`config.mk`:
```
export PLATFORM = sky130hd
export DESIGN_NAME = txn_issue_arb
export DESIGN_NICKNAME = d
export VERILOG_FILES = /design/src/rtl/txn_issue_arb.sv
export SDC_FILE = /design/constraint.sdc
export NUM_CORES = 1
export LEC_CHECK = 0
export ABC_AREA = 1
export CORE_AREA = 8 8 192 194
export CTS_CLUSTER_SIZE = 30
export DETAILED_ROUTE_END_ITERATION = 10
export DIE_AREA = 0 0 200 202
export GPL_TIMING_DRIVEN = 0
export PLACE_DENSITY_LB_ADDON = 0.08
export SYNTH_ARGS = -nofsm -noshare
export SYNTH_HDL_FRONTEND = slang
export SYNTH_SLANG_ARGS = --single-unit
```
`constraint.sdc`:
```
create_clock -name clk -period 11 [get_ports clk]
set_input_delay 2.2 -clock clk [delete_from_list [all_inputs] [get_ports clk]]
set_output_delay 2.2 -clock clk [all_outputs]
set_load 0.01 [all_outputs]
```
`src/rtl/txn_issue_arb.sv`:
```
// Round-robin arbiter and credit scheduler feeding one registered memory request channel.
// Optional warp lock (requests of one warp issue back to back) enabled by `TXN_ARB_WARP_LOCK_EN.
//
// state | meaning
// ARB   | any requester may be granted, starting at r_rr_ptr
// LOCK  | only r_lock_id may be granted until it sends its last transaction
module txn_issue_arb #(
  parameter int NREQ       = 4,
  parameter int W          = 32,
  parameter int ADDR_W     = 64,
  parameter int LINE_SHIFT = 6,
  parameter int MAX_OUT    = 16
) (
  input  logic                     clk,
  input  logic                     rst_n,
  input  logic [NREQ-1:0]          req_valid,
  output logic [NREQ-1:0]          req_ready,
  input  logic [NREQ*ADDR_W-1:0]   req_addr_flat,
  input  logic [NREQ*W-1:0]        req_mask_flat,
  input  logic [NREQ-1:0]          req_last,
  output logic                     mem_req_valid,
  input  logic                     mem_req_ready,
  output logic [ADDR_W-1:0]        mem_req_addr,
  output logic [W-1:0]             mem_req_lane_mask,
  output logic [$clog2(NREQ)-1:0]  mem_req_src,
  input  logic                     mem_rsp_valid,
  output logic                     credit_err,
  output logic [7:0]               out_count
);

  localparam int SRC_W = $clog2(NREQ);
  localparam logic [ADDR_W-1:0] ADDR_MASK = {ADDR_W{1'b1}} << LINE_SHIFT;

  typedef enum logic {ARB = 1'b0, LOCK = 1'b1} state_t;

  state_t             r_state, w_state_nxt;
  logic [SRC_W-1:0]   r_rr_ptr, w_rr_ptr_nxt;
`ifdef TXN_ARB_WARP_LOCK_EN
  logic [SRC_W-1:0]   r_lock_id, w_lock_id_nxt;
  logic               w_sel_last;
`else
  logic               w_unused_last;
`endif

  logic               r_mem_valid;
  logic [ADDR_W-1:0]  r_mem_addr;
  logic [W-1:0]       r_mem_mask;
  logic [SRC_W-1:0]   r_mem_src;
  logic [7:0]         r_out_count;
  logic               r_credit_err;

  logic               w_load;
  logic               w_credit_ok;
  logic [NREQ-1:0]    w_elig;
  logic               w_hi_found, w_lo_found, w_found;
  logic [SRC_W-1:0]   w_hi_idx, w_lo_idx, w_gnt_idx, w_ptr_after;
  logic [NREQ-1:0]    w_gnt_oh;
  logic [ADDR_W-1:0]  w_sel_addr;
  logic [W-1:0]       w_sel_mask;
  logic               w_accept, w_issue;

  assign w_load      = !r_mem_valid || mem_req_ready;
  // Registered count is used so a response re-enables grants only on the following cycle.
  assign w_credit_ok = r_out_count < 8'(MAX_OUT);

  always_comb begin
    w_elig = '0;
    for (int i = 0; i < NREQ; i++) begin
`ifdef TXN_ARB_WARP_LOCK_EN
      w_elig[i] = req_valid[i] && w_load && w_credit_ok &&
                  ((r_state == ARB) || (SRC_W'(i) == r_lock_id));
`else
      w_elig[i] = req_valid[i] && w_load && w_credit_ok;
`endif
    end
  end

  // Descending scan so the lowest index in each half (at/after ptr, before ptr) wins.
  always_comb begin
    w_hi_found = 1'b0;
    w_hi_idx   = '0;
    w_lo_found = 1'b0;
    w_lo_idx   = '0;
    for (int i = NREQ - 1; i >= 0; i--) begin
      if (w_elig[i]) begin
        if (i >= int'(r_rr_ptr)) begin
          w_hi_found = 1'b1;
          w_hi_idx   = SRC_W'(i);
        end else begin
          w_lo_found = 1'b1;
          w_lo_idx   = SRC_W'(i);
        end
      end
    end
    w_found   = w_hi_found || w_lo_found;
    w_gnt_idx = w_hi_found ? w_hi_idx : w_lo_idx;
  end

  always_comb begin
    w_gnt_oh   = '0;
    w_sel_addr = '0;
    w_sel_mask = '0;
`ifdef TXN_ARB_WARP_LOCK_EN
    w_sel_last = 1'b0;
`endif
    for (int i = 0; i < NREQ; i++) begin
      if (w_found && (w_gnt_idx == SRC_W'(i))) begin
        w_gnt_oh[i] = 1'b1;
        w_sel_addr  = req_addr_flat[i*ADDR_W +: ADDR_W];
        w_sel_mask  = req_mask_flat[i*W +: W];
`ifdef TXN_ARB_WARP_LOCK_EN
        w_sel_last  = req_last[i];
`endif
      end
    end
  end

`ifndef TXN_ARB_WARP_LOCK_EN
  assign w_unused_last = ^req_last;
`endif

  assign req_ready   = w_gnt_oh;
  assign w_accept    = w_found;
  // Zero-mask transactions are consumed without loading the output or taking a credit.
  assign w_issue     = w_accept && (|w_sel_mask);
  assign w_ptr_after = (w_gnt_idx == SRC_W'(NREQ - 1)) ? '0 : w_gnt_idx + SRC_W'(1);

  always_ff @(posedge clk or negedge rst_n) begin
    if (!rst_n) begin
      r_state   <= ARB;
      r_rr_ptr  <= '0;
`ifdef TXN_ARB_WARP_LOCK_EN
      r_lock_id <= '0;
`endif
    end else begin
      r_state   <= w_state_nxt;
      r_rr_ptr  <= w_rr_ptr_nxt;
`ifdef TXN_ARB_WARP_LOCK_EN
      r_lock_id <= w_lock_id_nxt;
`endif
    end
  end

  always_comb begin
    w_state_nxt  = r_state;
    w_rr_ptr_nxt = r_rr_ptr;
`ifdef TXN_ARB_WARP_LOCK_EN
    w_lock_id_nxt = r_lock_id;
`endif
    case (r_state)
      ARB, LOCK: begin
`ifdef TXN_ARB_WARP_LOCK_EN
        if (w_accept) begin
          if (!w_sel_last) begin
            w_state_nxt   = LOCK;
            w_lock_id_nxt = w_gnt_idx;
          end else begin
            w_state_nxt  = ARB;
            w_rr_ptr_nxt = w_ptr_after;
          end
        end
`else
        w_state_nxt = ARB;
        if (w_accept) w_rr_ptr_nxt = w_ptr_after;
`endif
      end
      default: w_state_nxt = ARB;
    endcase
  end

  always_ff @(posedge clk or negedge rst_n) begin
    if (!rst_n) begin
      r_mem_valid <= 1'b0;
      r_mem_addr  <= '0;
      r_mem_mask  <= '0;
      r_mem_src   <= '0;
    end else if (w_issue) begin
      r_mem_valid <= 1'b1;
      r_mem_addr  <= w_sel_addr & ADDR_MASK;
      r_mem_mask  <= w_sel_mask;
      r_mem_src   <= w_gnt_idx;
    end else if (mem_req_ready) begin
      r_mem_valid <= 1'b0;
    end
  end

  always_ff @(posedge clk or negedge rst_n) begin
    if (!rst_n) begin
      r_out_count  <= '0;
      r_credit_err <= 1'b0;
    end else begin
      case ({w_issue, mem_rsp_valid})
        2'b10: r_out_count <= r_out_count + 8'd1;
        2'b01: begin
          if (r_out_count == 8'd0) r_credit_err <= 1'b1;
          else                     r_out_count  <= r_out_count - 8'd1;
        end
        default: ;
      endcase
    end
  end

  assign mem_req_valid     = r_mem_valid;
  assign mem_req_addr      = r_mem_addr;
  assign mem_req_lane_mask = r_mem_mask;
  assign mem_req_src       = r_mem_src;
  assign out_count         = r_out_count;
  assign credit_err        = r_credit_err;

endmodule

```
## Yosys cells after proc, flatten, opt, wreduce, memory -nomap -nowiden

Cells that the tools add are included.

- Bits in registers: 104
- Input bits: 396
- Output and inout port bits: 112
- Word-level logic and storage cells: 87

- Add/subtract/negate cells: 3
- Order comparisons: 4
- Equality and inequality tests: 6
- Mux-type cells: 44
- Reductions and logical operators: 23

Operator list:

| operator | count |
|---|---|
| 64-bit two-way mux | 4 |
| 32-bit two-way mux | 4 |
| 32-bit OR reduction | 1 |
| 2-bit two-way mux | 15 |
| 1-bit two-way mux | 19 |
| 8-bit one-hot mux with 2 select lines | 1 |
| 1-bit logical AND | 13 |
| 8-bit by 1-bit adder with 8-bit output (second input constant) | 1 |
| 8-bit logical NOT | 1 |
| 8-bit by 5-bit < comparator with 1-bit output (second input constant) | 1 |
| 8-bit two-way mux | 1 |
| 8-bit by 1-bit subtractor with 8-bit output (second input constant) | 1 |
| 2-bit equality test (second input constant) | 3 |
| 2-bit by 1-bit equality test with 1-bit output (second input constant) | 2 |
| 1-bit by 2-bit greater-or-equal comparator with 1-bit output (first input constant) | 2 |
| 2-bit AND reduction | 2 |
| 2-bit nonzero test | 2 |
| 2-bit by 1-bit adder with 2-bit output (second input constant) | 1 |
| 2-bit greater-or-equal comparator (first input constant) | 1 |
| 2-bit logical NOT | 1 |
| 1-bit logical OR | 2 |
| 2-bit != test (second input constant) | 1 |
| 1-bit logical NOT | 1 |

## Longest topological paths before layout

Gate-level depths: netlist (run 1).

- Depth after elaboration: 23
- Depth in mapped cells: 37
- Gate-level depth less buffers: 35

## Worst setup path after synthesis (run 1)

No wires, ideal clock.

- Path type: input to output
- Start point: in mem_req_ready
- End point: out req_ready[1]
- Arrival: 4298 ps
- Required time: 8800 ps
- Path slack: 4502 ps
- Stages: 14
- Buffers on the path: 3
- Cell sequence: nor2_2 -> nor2_1 -> nand3_1 -> nand2_1 -> nor2_2 -> nand3_1 -> and2_1 -> inv_1 -> ha_1 -> clkbuf_1 -> inv_1 -> clkbuf_1 -> a21oi_1 -> clkbuf_1

- Cells in the longest elaborated chain, start to end: 14
- Elaborated cells between the ends (all ways): 38
- Classes of those cells: eq/ne: 1; mux: 26; reduce/logical: 11

RTL lines:

| element | line | text |
|---|---|---|
| start: declaration | 22 | `input logic mem_req_ready,` |
| 1-bit logical OR * | 62 | `assign w_load = !r_mem_valid \|\| mem_req_ready;` |
| 1-bit logical AND (2 in a row) | 73 | `w_elig[i] = req_valid[i] && w_load && w_credit_ok;` |
| 2-bit two-way mux / 1-bit two-way mux (equally long branches) | 85 | `if (w_elig[i]) begin` |
| 2-bit two-way mux / 1-bit two-way mux (equally long branches) | 86 | `if (i >= int'(r_rr_ptr)) begin` |
| 2-bit two-way mux / 1-bit two-way mux (equally long branches) | 85 |  |
| 2-bit two-way mux / 1-bit two-way mux (equally long branches) | 86 |  |
| 2-bit two-way mux / 1-bit two-way mux (equally long branches) | 85 |  |
| 2-bit two-way mux / 1-bit two-way mux (equally long branches) | 86 |  |
| 2-bit two-way mux / 1-bit two-way mux (equally long branches) | 85 |  |
| 2-bit two-way mux * | 96 | `w_gnt_idx = w_hi_found ? w_hi_idx : w_lo_idx;` |
| net w_gnt_idx[0] | 56 | `logic [SRC_W-1:0] w_hi_idx, w_lo_idx, w_gnt_idx, w_ptr_after;` |
| 2-bit by 1-bit equality test with 1-bit output * | 107 | `if (w_found && (w_gnt_idx == SRC_W'(i))) begin` |
| 1-bit logical AND * | 107 |  |
| 1-bit two-way mux * | 107 |  |
| end: declaration | 17 | `output logic [NREQ-1:0] req_ready,` |

The timed path passes the listed nets; every way through them passes the cells marked *.

## Final worst setup path (run 1)

Same ends and word-level chain as after synthesis.

==> run_results.csv, run 1 <==
group,metric,value,unit
die,die_h,202,microns
global_route,overflow,0,
clocking,numCtsBuffers,9,
clocking,cts-htree-levels,3,
pwr,p_per_area,245.4,nW/um^2
setup_path,critical_path_arrival,7000,ps
global_route,grt_usage,22.02,%
flow_run,maxCapViolCount,0,
finish,drive_gt1_share,5.454,%
timing,finalSetupTns,0,ps
clocking,clk_transition_reported_paths,80,ps
die,num_rows,68,
routing,drc,0,
setup_path,cpLargestDelayFamily,"buffers and inverters",
pwr,leakage,0.006482,uW
placed_design,numPortBuffers,473,
logic_synthesis,ys_ff_latch,104,
finish,syn_to_final_growth,70.38,%
pwr,p_switching,1735,uW
finish,mostFrequentLayoutCells,"clkdlybuf4s50_1 (472), nand2_1 (355), nand3_1 (227)",
finish,layout_commonest_cell,"clkdlybuf4s50_1",
clocking,cts.sinks,104,
pwr,seqPwrFrac,17.9,%
placed_design,place_congestion,0.8901,
routing,detail_route.vias_per_cell,4.668,
routing,routed_wl,45900,microns
global_route,antenna_found_initial,7,
timing,tightest_slew,1029,ps
routing,drt-pass1-iter-count,5,
logic_synthesis,ys_types,36,
routing,route.vias.total,10283,
clocking,holdBufCountCts,0,
timing,finalSetupViolations,0,
logic_synthesis,synthTopCellsByArea,"dfrtp_1 (32%), nand2_1 (17%), nand3_1 (14%)",
clocking,cts_root_buf,"clkbuf_16",
die,dieArea,40400,sq um
min_path,hold_start,"mem_req_lane_mask[13]$_DFFE_PN0P_",
global_route,grt_max_degree,56,
routing,antenna_left,0,
timing,finalCritPeriodShare,83.63,%
placed_design,hpwl,37250,microns
routing,drt_iter0_markers,573,
setup_path,critPathLaunchType,"input port",
min_path,hp-class,"flip-flop to flip-flop",
routing,routedWlPerCell,20.83,microns
pwr,power.share.combinational,71.8,%
pwr,power_frac_clock,10.3,%
timing,rsz0062_at_grt,"false",
setup_path,cpPeakStageDelay,940,ps
logic_synthesis,ys_seq_area_share,32.33,%
setup_path,cp-end-kind,"primary output",
setup_path,slowest_stage,"a21oi_1",
setup_path,regToRegStartpoint,"out_count[6]$_DFFE_PN0P_",
logic_synthesis,yosys.area.top_type_share,32.33,%
setup_path,timing.critical_path.cells,"clkdlybuf4s50_1 > inv_1 > a21boi_1 > nand3_1 > nand2_1 > nand2_1 > and2_1 > inv_1 > ha_1 > clkbuf_1 > inv_1 > clkbuf_1 > a21oi_1 > clkbuf_1 > clkdlybuf4s50_1",
setup_path,rrSetupSlack,4860,ps
clocking,clockBufferDepth,2,
die,die_x,200,microns
clocking,insertion_delay,360,ps
global_route,grt_pass1_wl,67070,microns
global_route,grt_pass1_vias,10506,
die,initial_utilization,23.71,%
timing,hold_viol_final,0,
setup_path,crit_buf_inv,8,
die,ios,508,
clocking,cts_tree,"yes",
timing,fmax,108.7,MHz
finish,nNetsFinal,2144,
clocking,post-cts-setup-buffers,0,
setup_path,path_class,"input port to primary output",
timing,slew_headroom,31.39,%
logic_synthesis,yosysWarnings,0,
setup_path,critPathMaxFanout,10,
logic_synthesis,synth_area_per_cell,6.456,sq um
timing,finClkSkew,12.10,ps
logic_synthesis,syn_inst,1247,
setup_path,cp-startpoint,"mem_req_ready",
logic_synthesis,synth.largest_area_cell,"dfrtp_1",
clocking,cts_resized,0,
timing,fin_crit,9199,ps
logic_synthesis,synth_area,8050,sq um
status,status,"completed",
pwr,peakVddDrop,103.0,uV
pwr,p_int,1631,uW
timing,slew_viol_final,0,
finish,utilization,40.40,%
setup_path,crit_required,8800,ps
die,core-area,33950,sq um
finish,nFillCells,3572,
pwr,p_sw_share,51.55,%
-- worst min-delay path, stage by stage (launching register included) --
cell     delay (ps)
dfrtp_1         350
nand2_1          60
nand3_1          50
-- path summary, 6_finish.rpt --
| path | to | depth (start not counted) |
|---|---|---|
| setup / recovery | req_ready[1] | 15 |
| min in group asynchronous | mem_req_lane_mask[1]$_DFFE_PN0P_ | 1 |
| hold reg to reg | mem_req_lane_mask[13]$_DFFE_PN0P_ | 2 |
| hold / removal | mem_req_lane_mask[13]$_DFFE_PN0P_ | 2 |
| max in group asynchronous | mem_req_addr[41]$_DFFE_PN0P_ | 2 |
| setup reg to reg | out_count[7]$_DFFE_PN0P_ | 36 |
-- flip-flops by register name, indices dropped and copies added, names as in the netlist --
name               flops
mem_req_addr          58
mem_req_src            2
out_count              8
mem_req_lane_mask     32
credit_err             1
mem_req_valid          1
r_rr_ptr               2
-- cells by family after synthesis --
group	share of synthesized area, %
AO/OA/AOI/OAI	13.44
XOR/XNOR	0.5440
adder cells (fa/ha/maj)	1.803
buffers and inverters	11.59
flip-flops	32.33
other	0.04658
AND/OR/NAND/NOR	40.24
-- through the flow --
step	setup WS [ps]	hold WS (ps)	power [uW]	std cells	area, sq um
3_5_place_dp	1722	469.5	3034	2181	13400
5_1_grt	1405	509.8	3685	2202	13710
4_1_cts	1712	489.8	3398	2197	13700
6_report	1801	485.5	3365	2203	13720
3_3_place_gp	1624	464.2	3019	2180	13370
2_1_floorplan	4502	501.8	2033	1252	8069
-- synth_stat cells, drive strengths merged --
master,count
a21boi,1
a21o,1
a21oi,10
a31o,5
a31oi,8
and2,1
buf,63
clkbuf,38
clkinv,1
conb,1
dfrtp,104
fa,1
ha,10
inv,110
nand2,361
nand3,228
nand3b,54
nand4,3
nor2,65
o211ai,8
o21ai,168
o21bai,1
xnor2,1
xor2,4
-- metal layers --
| layer | GRT usage [%] | routed length [microns] |
|---|---|---|
| met5 | 0 | 26 |
| met4 | 6.991 | 1215 |
| met3 | 6.154 | 3576 |
| met2 | 37.33 | 22230 |
| met1 | 26.43 | 18840 |
-- layout make-up --
class / instances / area, sq um / share of cell area, %
timing repair buffer: 474 / 4763 / 34.73
clock buffer: 11 / 252.7 / 1.843
antenna: 6 / 15.01 / 0.1095
tap: 455 / 569.3 / 4.151
buffer: 101 / 515.5 / 3.758
clock inverter: 5 / 46.29 / 0.3375
inverter: 111 / 417.9 / 3.047
multi-input combinational: 936 / 4533 / 33.05
sequential: 104 / 2603 / 18.97
-- power groups by stage --
| stage | Combinational, uW | Clock, uW | Sequential (uW) |
|---|---|---|---|
| after floorplan | 1380 | 0 | 652 |
| after global placement | 2410 | 0 | 607 |
| after detailed placement | 2420 | 0 | 610 |
| after CTS | 2430 | 360 | 605 |
| after global routing | 2700 | 370 | 620 |
| final | 2420 | 346 | 604 |
Power figures use the tool's default switching activity.
==> inputs of run 2 (changes only) <==
--- a/config.mk
+++ b/config.mk
@@ -6,10 +6,10 @@
 export NUM_CORES = 1
 export LEC_CHECK = 0
 export ABC_AREA = 1
-export CORE_AREA = 8 8 192 194
+export CORE_AREA = 8 8 194 196
 export CTS_CLUSTER_SIZE = 30
 export DETAILED_ROUTE_END_ITERATION = 10
-export DIE_AREA = 0 0 200 202
+export DIE_AREA = 0 0 202 204
 export GPL_TIMING_DRIVEN = 0
 export PLACE_DENSITY_LB_ADDON = 0.08
 export SYNTH_ARGS = -nofsm -noshare
==> constraint.sdc (replaced) <==
create_clock -name clk -period 8.6 [get_ports clk]
set_input_delay 1.72 -clock clk [delete_from_list [all_inputs] [get_ports clk]]
set_output_delay 1.72 -clock clk [all_outputs]
set_load 0.01 [all_outputs]
==> run_results.csv, run 2 (synthesis results as in run 1) <==
group,metric,value,unit
routing,drt-pass1-iter-count,5,
routing,detail_route.vias_per_cell,4.634,
finish,nNetsFinal,2144,
timing,finalSetupTns,0,ps
pwr,p_int,2067,uW
timing,fin_crit,7929,ps
global_route,overflow,0,
finish,layout_commonest_cell,"clkdlybuf4s50_1",
pwr,leakage,0.006457,uW
die,die_x,202,microns
timing,rsz0062_at_grt,"false",
routing,routedWlPerCell,20.53,microns
setup_path,cpLargestDelayFamily,"buffers and inverters",
pwr,p_switching,2176,uW
placed_design,place_congestion,0.8954,
pwr,seqPwrFrac,18.2,%
timing,finClkSkew,12.78,ps
pwr,power_frac_clock,9.8,%
placed_design,hpwl,37100,microns
clocking,numCtsBuffers,9,
setup_path,rrSetupSlack,2400,ps
finish,largest_reg_flops,58,
setup_path,cpPeakStageDelay,650,ps
pwr,p_total,4242,uW
global_route,grt_max_degree,55,
status,status,"completed",
setup_path,critPathLaunchType,"input port",
clocking,holdBufCountCts,0,
pwr,p_per_area,309.5,nW/um^2
timing,layout_setup_ws,671.3,ps
setup_path,crit_buf_inv,8,
setup_path,path_class,"input port to primary output",
routing,route.vias.total,10246,
finish,syn_to_final_growth,70.28,%
setup_path,crit_required,6880,ps
clocking,cts_root_buf,"clkbuf_16",
timing,hold_viol_final,0,
timing,fmax,126.1,MHz
routing,routed_wl,45390,microns
timing,finalSetupViolations,0,
setup_path,slowest_stage,"a21oi_2",
die,initial_utilization,23.14,%
placed_design,numPortBuffers,473,
die,num_rows,69,
finish,nFillCells,3704,
clocking,insertion_delay,360,ps
pwr,power.share.combinational,72.0,%
flow_run,maxCapViolCount,0,
clocking,clockBufferDepth,2,
timing,slew_headroom,35.01,%
min_path,hp-class,"flip-flop to flip-flop",
routing,drc,0,
clocking,cts-htree-levels,3,
pwr,p_sw_share,51.29,%
placed_design,pre_cts_slack,173.4,ps
finish,drive_gt1_share,5.396,%
global_route,grt_usage,21.09,%
clocking,cts.sinks,104,
timing,slew_viol_final,0,
pwr,peakVddDrop,108.9,uV
finish,mostFrequentLayoutCells,"clkdlybuf4s50_1 (472), nand2_1 (355), nand3_1 (227)",
clocking,cts_tree,"yes",
setup_path,cp-end-kind,"primary output",
timing,finalCritPeriodShare,92.19,%
setup_path,timing.critical_path.cells,"clkdlybuf4s50_1 > inv_1 > a21oi_1 > nand3_1 > nand2_1 > nor2_2 > nand3_1 > and2_1 > inv_1 > ha_1 > clkbuf_1 > inv_1 > clkbuf_1 > a21oi_2 > clkbuf_1 > clkdlybuf4s50_1",
global_route,grt_pass1_vias,10515,
setup_path,critPathMaxFanout,10,
routing,antenna_left,0,
die,dieArea,41210,sq um
global_route,antenna_found_initial,9,
die,ios,508,
die,die_h,204,microns
global_route,grt_pass1_wl,66550,microns
setup_path,critical_path_arrival,6210,ps
routing,drt_iter0_markers,519,
die,core-area,34790,sq um
clocking,clk_transition_reported_paths,70,ps
timing,tightest_slew,974.9,ps
run 2: per-stage QoR:
step / util, % / area, sq um / hold WS (ps) / instances
finish: 39.40 / 13710 / 485.5 / 2211
floorplan: - / 8069 / 501.8 / 1252
detailed placement: 38.54 / 13410 / 469.0 / 2187
global route: 39.39 / 13710 / 498.8 / 2210
global placement: 38.46 / 13380 / 462.4 / 2186
CTS: 39.33 / 13680 / 489.1 / 2203
run 2: area by class of cell:
class                           count  area [sq um]  share of cell area, %
Buffer                            101         515.5                  3.761
Sequential cell                   104          2603                  18.99
Clock inverter                      5         42.54                 0.3103
Timing Repair Buffer              474          4763                  34.75
Tap cell                          461         576.8                  4.208
Multi-Input combinational cell    936          4537                  33.10
Clock buffer                       11         232.7                  1.698
Inverter                          111         417.9                  3.049
Antenna cell                        8         20.02                 0.1460
run 2: path summary, 6_finish.rpt:
| kind | startpoint | to | cells past startpoint |
|---|---|---|---|
| setup / recovery | mem_req_ready | req_ready[1] | 16 |
| hold / removal | mem_req_lane_mask[28]$_DFFE_PN0P_ | mem_req_lane_mask[28]$_DFFE_PN0P_ | 2 |
| setup reg to reg | out_count[4]$_DFFE_PN0P_ | out_count[7]$_DFFE_PN0P_ | 37 |
| hold reg to reg | mem_req_lane_mask[28]$_DFFE_PN0P_ | mem_req_lane_mask[28]$_DFFE_PN0P_ | 2 |
| max in group asynchronous | rst_n | mem_req_lane_mask[20]$_DFFE_PN0P_ | 2 |
| min in group asynchronous | rst_n | out_count[2]$_DFFE_PN0P_ | 1 |
run 2: per-layer routing:
| layer | share of wire, % | wire (microns) | GRT usage, % | vias to the layer above |
|---|---|---|---|---|
| met2 | 49 | 22040 | 35.88 | 338 |
| met3 | 7.1 | 3213 | 6.277 | 47 |
| met5 | 0.057 | 26 | 0 | - |
| li1 | - | - | - | 5056 |
| met1 | 42 | 19060 | 25.27 | 4801 |
| met4 | 2.3 | 1049 | 6.627 | 4 |
run 2: tightest hold or removal path, cell delays in order (launching register included):
cell and delay (ps):
dfrtp_1 350, nand2_1 50, nand3_1 50
run 2: power by group through the flow:
stage	Sequential (uW)	Combinational [uW]	Clock (uW)
final	771	3060	415
after global routing	792	3430	450
after CTS	772	3100	437
after detailed placement	779	3090	0
after global placement	774	3080	0
after floorplan	834	1770	0
run 2: what timing repair did:
| item | in CTS | in global routing |
|---|---|---|
| gates resized for setup | 0 | 1 |
| hold endpoints to repair | 0 | 0 |
| endpoints found under the setup margin | 0 | 1 |
| buffers inserted | 0 | 0 |
==> inputs of run 3 (changes only) <==
--- a/config.mk
+++ b/config.mk
@@ -12,6 +12,7 @@
 export DIE_AREA = 0 0 202 204
 export GPL_TIMING_DRIVEN = 0
 export PLACE_DENSITY_LB_ADDON = 0.08
+export SLEW_MARGIN = 20
 export SYNTH_ARGS = -nofsm -noshare
 export SYNTH_HDL_FRONTEND = slang
 export SYNTH_SLANG_ARGS = --single-unit
==> run_results.csv, run 3 (synthesis results as in run 1) <==
group,metric,value,unit
status,status,"completed",
setup_path,critPathMaxFanout,10,
routing,drc,0,
timing,hold_slack,483.1,ps
finish,multi_input_area,4537,sq um
finish,finalNonFillerCells,2208,
placed_design,dpl.cell_count,2187,
clocking,numCtsBuffers,9,
finish,largest_reg_flops,58,
die,dieArea,41210,sq um
setup_path,crit_required,6880,ps
global_route,grt_usage,21.08,%
routing,routed_wl,45470,microns
global_route,grt_max_degree,55,
routing,dr_wl_met3,3297,microns
routing,detail_route.vias_per_cell,4.611,
clocking,insertion_delay,350,ps
timing,tightest_slew,959.6,ps
global_route,overflow,0,
pwr,peakVddDrop,114.3,uV
pwr,power.share.combinational,72.1,%
timing,finalCritPeriodShare,92.44,%
routing,wl_met1,19080,microns
pwr,p_switching,2183,uW
min_path,hp-class,"flip-flop to flip-flop",
timing,slew_viol_final,0,
clocking,holdBufCountCts,0,
clocking,cts-htree-levels,3,
routing,highest_layer,"met5",
clocking,clockBufferDepth,2,
routing,drt-pass1-iter-count,5,
pwr,seqPwrFrac,18.1,%
die,initial_utilization,23.14,%
routing,routedWlPerCell,20.59,microns
setup_path,critical_path_arrival,6230,ps
pwr,p_int,2067,uW
pwr,p_sw_share,51.37,%
die,die_x,202,microns
clocking,cts.sinks,104,
routing,antenna_left,0,
timing,finClkSkew,8.791,ps
routing,route.vias.total,10182,
setup_path,rrSetupSlack,2440,ps
clocking,cts_root_buf,"clkbuf_16",
finish,layout_commonest_cell,"clkdlybuf4s50_1",
clocking,clk_transition_reported_paths,80,ps
global_route,grt_pass1_vias,10418,
die,ios,508,
finish,syn_to_final_growth,70.19,%
clocking,cts_resized,0,
setup_path,path_class,"input port to primary output",
die,die_h,204,microns
finish,nNetsFinal,2144,
timing,rsz0062_at_grt,"false",
flow_run,maxCapViolCount,0,
placed_design,hpwl,37160,microns
pwr,p_per_area,310.2,nW/um^2
finish,nFillCells,3701,
timing,fmax,125.8,MHz
setup_path,cp-end-kind,"primary output",
timing,layout_setup_ws,650.0,ps
timing,fin_crit,7950,ps
global_route,antenna_found_initial,6,
timing,slew_headroom,36.03,%
clocking,cts_tree,"yes",
finish,regArea,2603,sq um
placed_design,pre_cts_slack,562.7,ps
die,core-area,34790,sq um
pwr,power_frac_clock,9.7,%
finish,drive_gt1_share,5.396,%
timing,finalSetupViolations,0,
timing,finalSetupTns,0,ps
timing,hold_viol_final,0,
global_route,grt_pass1_wl,66380,microns
clocking,post-cts-setup-buffers,0,
finish,mostFrequentLayoutCells,"clkdlybuf4s50_1 (472), nand2_1 (355), nand3_1 (227)",
die,num_rows,69,
setup_path,critPathLaunchType,"input port",
routing,drt_iter0_markers,667,
pwr,leakage,0.006457,uW
routing,wl_met2,22220,microns
placed_design,numPortBuffers,473,
placed_design,place_congestion,0.8954,
-- run 3: cell count changes in the layout (fill, tap and decap cells not counted), sizes merged --
cell,change
diode,-3
-- run 3: path summary, 6_finish.rpt --
kind,start,endpoint,cells past startpoint
worst max-delay path,mem_req_ready,req_ready[1],15
worst min-delay path,mem_req_lane_mask[28]$_DFFE_PN0P_,mem_req_lane_mask[28]$_DFFE_PN0P_,2
worst max register to register,out_count[6]$_DFFE_PN0P_,out_count[7]$_DFFE_PN0P_,36
worst min register to register,mem_req_lane_mask[28]$_DFFE_PN0P_,mem_req_lane_mask[28]$_DFFE_PN0P_,2
max in group asynchronous,rst_n,mem_req_lane_mask[23]$_DFFE_PN0P_,2
min in group asynchronous,rst_n,out_count[2]$_DFFE_PN0P_,1
-- run 3: final cells by class --
type                            count  share of cell area (%)
Clock inverter                      5                  0.3105
Buffer                            101                   3.763
Clock buffer                       11                   1.699
Multi-Input combinational cell    936                   33.11
Sequential cell                   104                   19.00
Inverter                          111                   3.050
Timing Repair Buffer              474                   34.77
Antenna cell                        5                 0.09132
Tap cell                          461                   4.210
-- run 3: per-layer routing --
| layer | vias to the layer above | GRT usage, % |
|---|---|---|
| li1 | 5061 | - |
| met5 | - | 0 |
| met1 | 4714 | 25.57 |
| met4 | 2 | 4.800 |
| met3 | 41 | 6.039 |
| met2 | 364 | 36.51 |
-- run 3: per-stage QoR --
stage | utilization [%] | total power (uW) | cell area (sq um)
after floorplan | - | 2601 | 8069
after global placement | 38.46 | 3850 | 13380
after detailed placement | 38.55 | 3867 | 13410
after CTS | 39.34 | 4306 | 13690
after global routing | 39.37 | 4659 | 13700
final | 39.38 | 4249 | 13700
-- run 3: power by group through the flow --
stage / registers (uW) / clock network, uW / logic (uW)
2_1_floorplan: 834 / 0 / 1770
3_3_place_gp: 774 / 0 / 3080
3_5_place_dp: 779 / 0 / 3090
4_1_cts: 772 / 434 / 3100
5_1_grt: 792 / 446 / 3420
6_report: 771 / 414 / 3060
-- run 3: worst max-delay path, cell delays in order --
cell             delay [ps]
clkdlybuf4s50_1         510
inv_1                    70
a21boi_1                240
nand3_1                 120
nand2_1                 100
nand3_1                  70
and2_1                  200
inv_1                   120
ha_1                    150
clkbuf_1                410
inv_1                   300
clkbuf_1                480
a21oi_2                 690
clkbuf_1                430
clkdlybuf4s50_1         630
==> edit 1: new RTL, flow settings as in run 2 <==
Register the output `out_count` once more, cleared by the reset; this adds one clock of latency there. The other outputs are not delayed to match.
--- a/src/rtl/txn_issue_arb.sv
+++ b/src/rtl/txn_issue_arb.sv
@@ -206,3 +206,9 @@
   assign mem_req_src       = r_mem_src;
-  assign out_count         = r_out_count;
+  always_ff @(posedge clk or negedge rst_n) begin
+    if (!rst_n) begin
+      out_count <= '0;
+    end else begin
+      out_count <= r_out_count;
+    end
+  end
   assign credit_err        = r_credit_err;
Formal check against the unedited RTL: not equivalent (Yosys sat finds a counterexample within 4 cycles, from zero or initial values and one cycle with rst_n low).
==> edit 1 against run 2 <==
- sequential share of layout area is 1.2 points higher
- sequential cell count is 8 higher
- die area stayed put
- final cell count is 0.23% higher
- final area is 1.2% higher
- power is 20% lower
- synthesized area is 2.2% higher
- routed wire length is 2.2% higher
- worst setup slack worse by 190 ps
- critical path type unchanged
- critical endpoint unchanged
==> edit 1: results (changes against run 2) <==
[cells_and_area]
drive_gt1_share_pct=5.422  ; was 5.396%
clk_share_pct=2.029  ; was 2.008%
postLayoutCoreUtil_pct=39.88  ; was 39.40%
buf_share_pct=38.02  ; was 38.51%
multi_input_area_share_pct=32.48  ; was 33.10%
num-clock-buffers=10  ; was 11
sh_seq_area_pct=20.20  ; was 18.99%
buffers=575  ; unchanged
nMultiInputCombCells=936  ; unchanged
instances_no_fill=2216  ; was 2211
inv_count=113  ; was 111
diodes=3  ; was 8
nFillCells=3712  ; was 3704
largest_register_ffs=58  ; unchanged

[global_route]
grt_max_degree=71  ; was 55
grt_pass1_vias=10350  ; was 10.52k
grt_util_all_layers_pct=21.53  ; was 21.09%
grt.overflow.total=0  ; unchanged
antenna_found_initial=6  ; was 9
grt_pass1_wl_um=67700  ; was 66550 um

[synthesis]
ys_top_cells_by_count=nand2_1, nand3_1, o21ai_0  ; unchanged
synth_area_leaders=dfrtp_1, nand2_1, nand3_1, o21ai_0, nand3b_1  ; unchanged
async_flop_share_pct=100.0  ; unchanged
ys_types=34  ; was 36
ys_seq_area_share_pct=34.07  ; was 32.33%
synth_cells=1257  ; was 1247
synthFlopType=dfrtp_1  ; unchanged
yosysWarnings=0  ; unchanged

[cts]
clk_path_buf_depth=2  ; unchanged
numCtsBuffers=9  ; unchanged
h-tree-depth=3  ; unchanged
cts_setup_buffers=0  ; unchanged
cts_sinks=112  ; was 104
clockRootBuffer=clkbuf_16  ; unchanged
path_clk_slew_ps=80
cts_resized=0  ; unchanged
insertion_delay_ps=360  ; about the same

[pwr]
p_leak_nw=6.623  ; was 6.457 nW
vdd_drop_max_mv=0.1149  ; was 0.1089 mV

[place]
gp_congestion=0.8843  ; was 0.8954
hpwl_um=38140  ; was 37100 um
io_buffers=473  ; unchanged
pre_cts_ws_ps=384.7  ; was 173.4 ps

[routing]
dr.pass1.iters=4  ; was 5
wl_um=46400  ; was 45390 um
drt-vias-per-instance=4.657  ; was 4.634
drtIter0Drc=599  ; was 519

[setup_path]
critical_path_arrival_ps=6400  ; was 6210 ps
critical_path.max_fanout=10  ; unchanged

[run_status]
outcome=complete, no violations  ; unchanged

[timing]
worst_clock_skew_ps=10.55  ; was 12.78 ps
tightest_slew_ps=823.0  ; was 974.9 ps

[min_path]
hold_class=register to register  ; unchanged

## edit 1: worst max-delay path, cell delays in order
cell and delay (ps):
clkdlybuf4s50_1 510, inv_1 70, a21boi_1 260, nand3_1 120
nand2_1 90, nand3_1 70, and2_1 200, inv_1 120
ha_1 170, clkbuf_1 390, inv_1 310, clkbuf_1 420
a21oi_1 760, clkbuf_1 510, clkdlybuf4s50_1 650
## edit 1: cell families after synthesis
group                    Yosys count  synth area share [%]
AND/OR/NAND/NOR                  714                 39.18
buffers and inverters            214                 11.38
AO/OA/AOI/OAI                    200                 13.03
flip-flops                       112                 34.07
adder cells (fa/ha/maj)           11                 1.764
XOR/XNOR                           5                0.5324
other                              1               0.04558
## edit 1: final timing paths
check / start / end / slack (ps) / depth (start not counted)
worst max register to register: r_out_count[6]$_DFFE_PN0P_ / r_out_count[7]$_DFFE_PN0P_ / 2280 / 39
worst min register to register: r_out_count[1]$_DFFE_PN0P_ / out_count[1]$_DFF_PN0_ / 430 / 0
worst min-delay path: r_out_count[1]$_DFFE_PN0P_ / out_count[1]$_DFF_PN0_ / 430 / 0
min in group asynchronous: rst_n / out_count[5]$_DFF_PN0_ / 1280 / 1
max in group asynchronous: rst_n / mem_req_addr[49]$_DFFE_PN0P_ / 6570 / 2
worst max-delay path: mem_req_ready / req_ready[1] / 480 / 15
## edit 1: power by group
group	leakage (nW)	switching [mW]	internal, mW
clock	0.141	0.222	0.207
combinational	4.99	1.39	0.862
sequential	1.49	0.0720	0.665
## edit 1: layer usage
metal  up-vias  track usage, %  routed length [um]
li1       5087               -                   -
met5         -               0                  45
met2       343           37.17               22890
met3        30           7.006                3737
met1      4853           25.98               19210
met4         8           4.148                 518
==> edit 2: new RTL, settings of run 2 <==
Made on the original files. The option `TXN_ARB_WARP_LOCK_EN` is turned on by a define.
--- a/src/rtl/txn_issue_arb.sv
+++ b/src/rtl/txn_issue_arb.sv
@@ -6,2 +6,4 @@
 // LOCK  | only r_lock_id may be granted until it sends its last transaction
+`define TXN_ARB_WARP_LOCK_EN
+
 module txn_issue_arb #(
Function: changed (a bounded check fails within 4 cycles, from zero or initial values and one cycle with rst_n low).
==> edit 2 against run 2 <==
- synthesized cell count is 5.1% higher
- routed wire length is 0.43% lower
- critical path depth is 4 higher
- clock skew is 5.4 ps lower
- critical endpoint is now req_ready[2]
- final area is 2.4% higher
- power is 5.5% higher
- synthesized area is 3.3% higher
- sequential cell count is 3 higher
- clock power is 11% higher
- worst setup slack worse by 220 ps
- largest cell class unchanged
- sequential share of layout area is 0.096 points higher
- non-clock buffer count is 4 higher
==> edit 2: results (changes against run 2) <==
[run_status]
outcome=complete, no violations  ; unchanged

[setup_path]
critical_path_arrival_ps=6430  ; was 6210 ps
r2r_cells=36  ; was 37
ff2ff_setup_slack_ps=2040  ; was 2400 ps

[pwr]
p_clk_mw=0.460  ; was 0.415 mW
power.sequential.fraction_pct=20.0  ; was 18.2%

[cells_and_area]
drive_gt1_share_pct=4.699  ; was 5.396%
syn2layout_area_growth_pct=68.75  ; was 70.28%
nMultiInputCombCells=990  ; was 936
instances_no_fill=2273  ; was 2211
sh_seq_area_pct=19.08  ; was 18.99%
inv_count=117  ; was 111
buffers=579  ; was 575
clk_share_pct=2.211  ; was 2.008%
diodes=3  ; was 8

[synthesis]
synth_cells=1310  ; was 1247
synth_area_leaders=dfrtp_1, nand2_1, nand3_1, o21ai_0, nand3b_1  ; unchanged
ys_types=34  ; was 36
ys_seq_area_share_pct=32.20  ; was 32.33%
ys_top_cells_by_count=nand2_1, nand3_1, o21ai_0  ; unchanged

[timing]
fin_ws_ps=452.5  ; was 671.3 ps
worst_clock_skew_ps=7.334  ; was 12.78 ps
period_share_pct=94.74  ; was 92.19%

[place]
io_buffers=477  ; was 473
gp_congestion=0.8693  ; was 0.8954
pre_cts_ws_ps=314.0  ; was 173.4 ps
hpwl_um=37100  ; about the same

[routing]
routedWlPerCell_um=19.88  ; was 20.53 um
drtIter0Drc=473  ; was 519

[global_route]
grt_max_degree=60  ; was 55

## edit 2: cells by family after synthesis
family	Yosys count	synth area share, %
xor+xnor	5	0.5267
other cells	1	0.04510
flops	107	32.20
compound gates	200	12.59
simple gates	768	41.39
fa+ha+maj	11	1.745
buf+inv	218	11.50
## edit 2: worst min path at each step
stage / startpoint / end / slack (ps) / depth (start not counted)
floorplan: mem_req_lane_mask[20]$_DFFE_PN0P_ / mem_req_lane_mask[20]$_DFFE_PN0P_ / 510 / 2
global placement: mem_req_lane_mask[26]$_DFFE_PN0P_ / mem_req_lane_mask[26]$_DFFE_PN0P_ / 460 / 2
detailed placement: mem_req_lane_mask[22]$_DFFE_PN0P_ / mem_req_lane_mask[22]$_DFFE_PN0P_ / 460 / 2
CTS: mem_req_lane_mask[10]$_DFFE_PN0P_ / mem_req_lane_mask[10]$_DFFE_PN0P_ / 490 / 2
global route: mem_req_lane_mask[27]$_DFFE_PN0P_ / mem_req_lane_mask[27]$_DFFE_PN0P_ / 500 / 2
finish: credit_err$_DFFE_PN0P_ / credit_err$_DFFE_PN0P_ / 480 / 1
## edit 2: critical path, stage by stage
cell and delay [ps]:
clkdlybuf4s50_1 460, inv_1 40, nand2_1 120, nand2_1 80, nor2_1 170, nand3_1 120
nand2_1 110, nor2_1 70, a21boi_0 120, nor3_1 410, inv_1 250, ha_1 270
clkbuf_1 230, nand2_4 180, buf_2 270, buf_2 310, clkbuf_1 440, clkbuf_1 450
inv_1 80, clkdlybuf4s50_1 500
## edit 2: routing by layer
metal | routed length [um] | vias to the layer above | GRT usage [%] | share of wire (%)
li1 | - | 5241 | - | -
met1 | 19450 | 4935 | 25.75 | 43
met2 | 22140 | 300 | 36.21 | 49
met3 | 3056 | 26 | 5.976 | 6.8
met4 | 558 | 0 | 4.383 | 1.2
met5 | 0 | - | 0 | 0
